### config.mk
export PLATFORM = sky130hd
export DESIGN_NAME = fp_addsub_param
export DESIGN_NICKNAME = d
export VERILOG_FILES = /design/src/rtl/fp_addsub_param.sv
export SDC_FILE = /design/constraint.sdc
export NUM_CORES = 1
export LEC_CHECK = 0
export CELL_PAD_IN_SITES_DETAIL_PLACEMENT = 1
export CELL_PAD_IN_SITES_GLOBAL_PLACEMENT = 1
export CORE_ASPECT_RATIO = 0.7
export CORE_MARGIN = 2
export CORE_UTILIZATION = 36
export CTS_BUF_LIST = sky130_fd_sc_hd__clkbuf_8
export DETAILED_ROUTE_END_ITERATION = 16
export PLACE_DENSITY = 0.65
export SLEW_MARGIN = 15
export SYNTH_ARGS = -nofsm -noshare
export SYNTH_HDL_FRONTEND = slang
export SYNTH_SLANG_ARGS = --single-unit
### constraint.sdc
create_clock -name clk -period 20.7 [get_ports clk]
set_input_delay 4.14 -clock clk [delete_from_list [all_inputs] [get_ports clk]]
set_output_delay 4.14 -clock clk [all_outputs]
set_load 0.02 [all_outputs]
### src/rtl/fp_addsub_param.sv
// fp_addsub_param: multi-cycle IEEE-754 adder/subtractor with a parameterised format.
// Ports: clk, rst_n (async, active low), start, op_a, op_b, op_sub, round_mode,
//   ready_in in; result, flags {invalid,divzero,overflow,underflow,inexact},
//   valid_out, busy out.
// Build option: define FP_ADDSUB_FTZ_EN to flush subnormal inputs/results to zero.
module fp_addsub_param #(
   parameter int EXP_W = 8,
   parameter int MAN_W = 23,
   parameter int W     = 1 + EXP_W + MAN_W
) (
   input  logic         clk,
   input  logic         rst_n,
   input  logic         start,
   input  logic [W-1:0] op_a,
   input  logic [W-1:0] op_b,
   input  logic         op_sub,
   input  logic [1:0]   round_mode,
   input  logic         ready_in,
   output logic [W-1:0] result,
   output logic [4:0]   flags,
   output logic         valid_out,
   output logic         busy
);

   // hidden + fraction + guard/round/sticky
   localparam int SW = MAN_W + 4;
   localparam int EW = EXP_W + 2;

   localparam logic [EXP_W-1:0] E_ONES = '1;
   localparam logic [EXP_W-1:0] E_MAXF = {{(EXP_W-1){1'b1}}, 1'b0};
   localparam logic [EXP_W-1:0] D_FAR  = EXP_W'(MAN_W + 3);
   localparam logic [W-1:0]     QNAN   =
      {1'b0, E_ONES, 1'b1, {(MAN_W-1){1'b0}}};

   localparam logic [1:0] RNE = 2'd0;
   localparam logic [1:0] RTZ = 2'd1;
   localparam logic [1:0] RDN = 2'd2;
   localparam logic [1:0] RUP = 2'd3;

   localparam logic [2:0] S_IDLE  = 3'd0;
   localparam logic [2:0] S_ALIGN = 3'd1;
   localparam logic [2:0] S_ADD   = 3'd2;
   localparam logic [2:0] S_NORM  = 3'd3;
   localparam logic [2:0] S_ROUND = 3'd4;
   localparam logic [2:0] S_DONE  = 3'd5;

   logic [2:0]    state;
   logic [W-1:0]  a_q, b_q;
   logic          sub_q;
   logic [1:0]    rm_q;

   // ALIGN outputs; held for the rest of the operation
   logic [EW-1:0] x_exp;
   logic [SW-1:0] x_ml, x_ms;
   logic          x_sgn, x_esub, x_spec, x_inv;
   logic [W-1:0]  x_sres;

   // ADD outputs
   logic [SW:0]   y_sum;
   logic          y_zsgn;

   // NORM outputs
   logic [SW-1:0] n_m;
   logic [EW-1:0] n_e;

   function automatic logic [EW-1:0] lzc(input logic [SW-1:0] v);
      logic done;
      lzc  = '0;
      done = 1'b0;
      for (int i = SW - 1; i >= 0; i--) begin
         if (v[i]) done = 1'b1;
         else if (!done) lzc = lzc + EW'(1);
      end
   endfunction

   // ---------------- ALIGN ----------------
   logic             sa, sb, swap;
   logic [EXP_W-1:0] ea, eb, eae, ebe, el, es, diff;
   logic [MAN_W-1:0] fa, fb;
   logic [MAN_W:0]   ma, mb, ml, ms;
   logic             nan_a, nan_b, inf_a, inf_b;
   logic             snan_a, snan_b;
   logic [SW-1:0]    ext, shd, mask, al;
   logic             spec, inv;
   logic [W-1:0]     sres;

   always_comb begin
      sa = a_q[W-1];
      sb = b_q[W-1] ^ sub_q;
      ea = a_q[W-2:MAN_W];
      eb = b_q[W-2:MAN_W];
      fa = a_q[MAN_W-1:0];
      fb = b_q[MAN_W-1:0];
      nan_a  = (ea == E_ONES) && (fa != '0);
      nan_b  = (eb == E_ONES) && (fb != '0);
      inf_a  = (ea == E_ONES) && (fa == '0);
      inf_b  = (eb == E_ONES) && (fb == '0);
      snan_a = nan_a & ~fa[MAN_W-1];
      snan_b = nan_b & ~fb[MAN_W-1];
`ifdef FP_ADDSUB_FTZ_EN
      if (ea == '0) fa = '0;
      if (eb == '0) fb = '0;
`endif
      ma  = {ea != '0, fa};
      mb  = {eb != '0, fb};
      // subnormals share the scale of exponent 1
      eae = (ea == '0) ? EXP_W'(1) : ea;
      ebe = (eb == '0) ? EXP_W'(1) : eb;
      // raw {exp,frac} order equals magnitude order
      swap = {eb, fb} > {ea, fa};
      el   = swap ? ebe : eae;
      es   = swap ? eae : ebe;
      ml   = swap ? mb : ma;
      ms   = swap ? ma : mb;
      diff = el - es;
      ext  = {ms, 3'b000};
      mask = ~({SW{1'b1}} << diff);
      shd  = ext >> diff;
      if (diff >= D_FAR) al = {{(SW-1){1'b0}}, |ms};
      else al = {shd[SW-1:1], shd[0] | (|(ext & mask))};

      spec = nan_a | nan_b | inf_a | inf_b;
      inv  = 1'b0;
      sres = QNAN;
      if (nan_a | nan_b) begin
         inv = snan_a | snan_b;
      end else if (inf_a & inf_b & (sa ^ sb)) begin
         inv = 1'b1;
      end else if (inf_a) begin
         sres = {sa, E_ONES, {MAN_W{1'b0}}};
      end else if (inf_b) begin
         sres = {sb, E_ONES, {MAN_W{1'b0}}};
      end
   end

   // ---------------- NORM ----------------
   logic [EW-1:0] lz, lim, sh, ne;
   logic [SW-1:0] nm;

   always_comb begin
      lz  = lzc(y_sum[SW-1:0]);
      // never shift the exponent below 1: gradual underflow
      lim = x_exp - EW'(1);
      sh  = (lz > lim) ? lim : lz;
      if (y_sum[SW]) begin
         nm = {y_sum[SW:2], y_sum[1] | y_sum[0]};
         ne = x_exp + EW'(1);
      end else begin
         nm = y_sum[SW-1:0] << sh;
         ne = x_exp - sh;
      end
   end

   // ---------------- ROUND ----------------
   logic             inx, up, ovf, tiny;
   logic [MAN_W+1:0] rnd;
   logic [EW-1:0]    re;
   logic [MAN_W-1:0] rf;
   logic [W-1:0]     rres, r_inf, r_max;
   logic [4:0]       rflg;

   always_comb begin
      inx = |n_m[2:0];
      up  = 1'b0;
      unique case (rm_q)
         RNE: up = n_m[2] & (n_m[1] | n_m[0] | n_m[3]);
         RTZ: up = 1'b0;
         RDN: up = x_sgn & inx;
         RUP: up = ~x_sgn & inx;
      endcase
      rnd = {1'b0, n_m[SW-1:3]} + (MAN_W+2)'(up);
      // hidden bit clear after rounding means a subnormal encoding
      if (rnd[MAN_W+1]) re = n_e + EW'(1);
      else if (rnd[MAN_W]) re = n_e;
      else re = '0;
      rf    = rnd[MAN_W-1:0];
      ovf   = re >= {2'b00, E_ONES};
      tiny  = (re == '0);
      r_inf = {x_sgn, E_ONES, {MAN_W{1'b0}}};
      r_max = {x_sgn, E_MAXF, {MAN_W{1'b1}}};
      rres  = {x_sgn, re[EXP_W-1:0], rf};
      rflg  = {3'b000, tiny & inx, inx};
      if (x_spec) begin
         rres = x_sres;
         rflg = {x_inv, 4'b0000};
      end else if (n_m == '0) begin
         rres = {y_zsgn, {(W-1){1'b0}}};
         rflg = '0;
      end else if (ovf) begin
         rflg = 5'b00101;
         rres = r_inf;
         unique case (rm_q)
            RNE: rres = r_inf;
            RTZ: rres = r_max;
            RDN: rres = x_sgn ? r_inf : r_max;
            RUP: rres = x_sgn ? r_max : r_inf;
         endcase
      end
`ifdef FP_ADDSUB_FTZ_EN
      else if (tiny) begin
         rres = {x_sgn, {(W-1){1'b0}}};
         rflg = 5'b00011;
      end
`endif
   end

   // ---------------- FSM ----------------
   always_ff @(posedge clk or negedge rst_n) begin
      if (!rst_n) begin
         state     <= S_IDLE;
         a_q       <= '0;
         b_q       <= '0;
         sub_q     <= 1'b0;
         rm_q      <= RNE;
         x_exp     <= '0;
         x_ml      <= '0;
         x_ms      <= '0;
         x_sgn     <= 1'b0;
         x_esub    <= 1'b0;
         x_spec    <= 1'b0;
         x_inv     <= 1'b0;
         x_sres    <= '0;
         y_sum     <= '0;
         y_zsgn    <= 1'b0;
         n_m       <= '0;
         n_e       <= '0;
         result    <= '0;
         flags     <= '0;
         valid_out <= 1'b0;
      end else begin
         unique case (state)
            S_IDLE: begin
               if (start) begin
                  a_q   <= op_a;
                  b_q   <= op_b;
                  sub_q <= op_sub;
                  rm_q  <= round_mode;
                  state <= S_ALIGN;
               end
            end
            S_ALIGN: begin
               x_exp  <= EW'(el);
               x_ml   <= {ml, 3'b000};
               x_ms   <= al;
               x_sgn  <= swap ? sb : sa;
               x_esub <= sa ^ sb;
               x_spec <= spec;
               x_inv  <= inv;
               x_sres <= sres;
               state  <= S_ADD;
            end
            S_ADD: begin
               // larger magnitude first, so no negative difference
               y_sum  <= x_esub ? ({1'b0, x_ml} - {1'b0, x_ms})
                                : ({1'b0, x_ml} + {1'b0, x_ms});
               y_zsgn <= x_esub ? (rm_q == RDN) : x_sgn;
               state  <= S_NORM;
            end
            S_NORM: begin
               n_m   <= nm;
               n_e   <= ne;
               state <= S_ROUND;
            end
            S_ROUND: begin
               result    <= rres;
               flags     <= rflg;
               valid_out <= 1'b1;
               state     <= S_DONE;
            end
            S_DONE: begin
               if (ready_in) begin
                  valid_out <= 1'b0;
                  state     <= S_IDLE;
               end
            end
            default: state <= S_IDLE;
         endcase
      end
   end

   assign busy = (state != S_IDLE);

endmodule
==> flow_metrics.py <==
metrics = {
    "run_status": {
        "run_status": "finished clean",
    },
    "clocking": {
        "cts_tree": "yes",
        "clk-insertion-delay-late_ps": 640,
        "cts_htree_levels": 2,
        "number_of_buffers_inserted_by_hold_repair_at_cts": 0,
        "clock_sink_count": 239,
        "cts.clk_slew.worst_paths_ps": 60,
        "clock_tree.buffer_depth": 3,
        "cts_made_buffers": 44,
        "clock_tree.root_cell": "clkbuf_8",
    },
    "floorplanning": {
        "io_pins": 110,
        "rows": 74,
        "core-area_um2": 58600,
        "die-height_um": 208,
        "die_width_um": 296,
        "initial_utilization_pct": 36.6,
        "die-area_um2": 61500,
    },
    "global_routing": {
        "grt_overflow_total": 0,
        "grt_usage_pct": 23.1,
        "initial_antenna_violation_count": 0,
        "maximum_number_of_pins_on_one_net_before_global_route_repair": 99,
        "first_global_vias": 19752,
        "wire_length_of_the_first_global_routing_pass_um": 114000,
    },
    "detailed_routing": {
        "drt-pass1-iter-count": 5,
        "post_drt_wl_per_cell_um": 20.7,
        "via_per_inst": 5.63,
        "wl_met1_um": 38200,
        "drt_iter0_markers": 1146,
        "totalWireLength_um": 72300,
        "met2_wirelength_um": 29400,
        "route.detailed.drc": 0,
        "antenna_violating_nets_post_route": 0,
        "routed-wl-met3_um": 3790,
        "detailroute.via_count": 19626,
        "highest-signal-layer": "met4",
    },
    "synth": {
        "synth_largest_type_area_fraction_pct": 27.9,
        "top_reg_cell_synth": "dfrtp_1",
        "synth_top_cells_by_area": "dfrtp_1 28%, mux2i_1 8.5%, ha_1 7.6%, nand2_1 5.8%, o21ai_0 4.8%",
        "count_of_different_cell_masters_after_synthesis": 103,
        "synth_top_cells_by_count": "329 x nand2_1, 239 x dfrtp_1, 207 x o21ai_0",
        "syn_avg_cell_area_um2": 8.20,
        "warning_count_from_the_yosys_run": 0,
        "netlist.top_cell.by_area": "dfrtp_1",
        "synth_area_um2": 21400,
        "yosysMostFrequentCell": "nand2_1",
        "synth-edff-count": 0,
        "seq_area_frac_synth_pct": 27.9,
        "synth_seq_cells": 239,
        "synthArstFlopShare_pct": 100,
        "synthCells": 2613,
    },
    "timing": {
        "max_freq_ghz": 0.0512,
        "finalHoldViolations": 0,
        "min_period_over_period_pct": 94.3,
        "slew_headroom_pct": 23.8,
        "final-max-slew-violation-count": 0,
        "finalWorstPathRequiredPeriod_ps": 19510,
        "max_slew.worst_pin.slew_ps": 1140,
        "report.final.setup_viol": 0,
        "timing.setup.tns_ps": 0,
        "timing.clock.skew_ps": 40.1,
        "worst_hold_slack_ps": 467,
    },
    "critical_path": {
        "path_max_fanout": 5,
        "criticalPathCategory": "reg2reg",
        "worstSetupStartpointType": "flip-flop",
        "cell_repeated_most_along_the_worst_path": "ha_1",
        "worst-endpoint-required_ps": 21200,
        "timing.critical_path.slowest_cell_delay_ps": 450,
        "critical-path-slowest-cell": "dfrtp_2",
        "critical_path.n_buffers_inverters": 6,
        "crit_path_end_kind": "flip-flop",
        "critical_path.top_delay_family": "adder cells",
        "timing.critical_path.arrival_ps": 20010,
    },
    "placed_design": {
        "port-buffer-count": 108,
        "place_area_um2": 23200,
        "finalWeightedCongestion": 0.894,
        "post-dp-hpwl_um": 56300,
    },
    "layout": {
        "design_area_um2": 24300,
        "num-nets-final": 2861,
        "insertedDiodeCount": 0,
        "area_growth_syn_to_layout_pct": 13.6,
        "utilization_pct": 41.5,
        "drive_above_1_share_pct": 9.79,
        "final.fill_count": 6971,
    },
    "min_path": {
        "holdCritPathClass": "reg2reg",
    },
    "job": {
        "maxCapViolCount": 0,
    },
}
## timing repair
action                                  in CTS  in global routing
setup buffers                                0                 14
gates resized for setup                      8                 25
endpoints found under the setup margin       3                 35
pin swaps                                    0                 10
## registers in the layout, summed over array words and instances, names as in the netlist, 2 cells and up
name,count
result,32
x_sres,3
n_m,27
state,3
x_ms,27
rm_q,2
x_ml,24
b_q,32
y_sum,28
flags,4
x_exp,8
a_q,32
n_e,10
## worst register-to-register path, delay by kind of cell, from the launching register on
kind | cells | cell delay, ps
and+or+nand+nor | 32 | 3170
DFF | 1 | 450
adders and majority gates | 30 | 8600
muxes | 15 | 3020
buffers and inverters | 6 | 390
xor gates and xnor gates | 2 | 400
AOI/OAI and AO/OA | 23 | 3390
## kinds of logic (layout without fill, tap and decap cells)
group / after synthesis / count (layout) / share of synthesized area, %
AOI/OAI and AO/OA: 650 / 650 / 18.6
xor gates and xnor gates: 152 / 152 / 7.71
adders and majority gates: 143 / 143 / 8.31
buffers and inverters: 277 / 350 / 4.98
DFF: 239 / 239 / 27.9
muxes: 255 / 255 / 12.4
other: 1 / 2 / 0.0175
and+or+nand+nor: 896 / 896 / 20.1
## layout by cell type (no fill, tap or decap), types with 12 or more instances in the layout
cell type | Yosys | routed
xnor2_1 | 83 | 81
o21ai_0 | 207 | 203
a22o_1 | 26 | 26
nand4_1 | 35 | 35
o22ai_1 | 19 | 19
clkbuf_8 | 0 | 51
nand2_1 | 329 | 328
o21bai_1 | 25 | 25
ha_1 | 131 | 128
o211ai_1 | 12 | 12
nor3_1 | 44 | 44
and3_1 | 27 | 27
mux2i_1 | 183 | 179
xor2_1 | 42 | 42
nor2b_1 | 38 | 35
nand2b_1 | 33 | 33
clkdlybuf4s50_1 | 0 | 107
inv_1 | 122 | 134
o21ai_1 | 28 | 30
and2_1 | 25 | 25
a21o_1 | 27 | 27
nor4_1 | 36 | 35
nor2_1 | 178 | 175
buf_4 | 4 | 43
nand3_1 | 89 | 89
a21oi_1 | 156 | 153
a31oi_1 | 29 | 29
dfrtp_1 | 239 | 236
o31ai_1 | 25 | 25
mux2_2 | 69 | 68
## metrics by stage
stage,worst slack (ps),std cells
2_1_floorplan,1640,2614
3_3_place_gp,769,3395
3_5_place_dp,-374,3395
4_1_cts,2.65,3471
5_1_grt,-139,3485
6_report,1190,3485
## path summary, 6_finish.rpt
check,slack (ps),to,from,depth (start not counted)
worst max-delay path,1190,n_e[8],y_sum[25],108
worst min-delay path,470,flags[4],flags[4],2
worst max register to register,1190,n_e[8],y_sum[25],108
worst min register to register,470,flags[4],flags[4],2
max in group asynchronous,15240,x_ms[26],rst_n,3
min in group asynchronous,3490,result[26],rst_n,1
## routing by layer
metal | track usage (%) | up-vias
met5 | 0 | -
met4 | 3.85 | 0
met3 | 3.67 | 64
li1 | - | 9403
met1 | 36.8 | 9756
met2 | 32.5 | 403
## final cells by class
cell class	count	area, um^2	area share (%)
Clock inverter	25	180	0.740
Multi-Input combinational cell	2098	14600	60.0
Tap cell	798	998	4.10
Sequential cell	239	5980	24.6
Inverter	123	462	1.90
Clock buffer	51	702	2.88
Timing Repair Buffer	151	1410	5.79
Power is not shown: default switching activity piles up to over one toggle a cycle in this logic, so the estimate is an artifact.
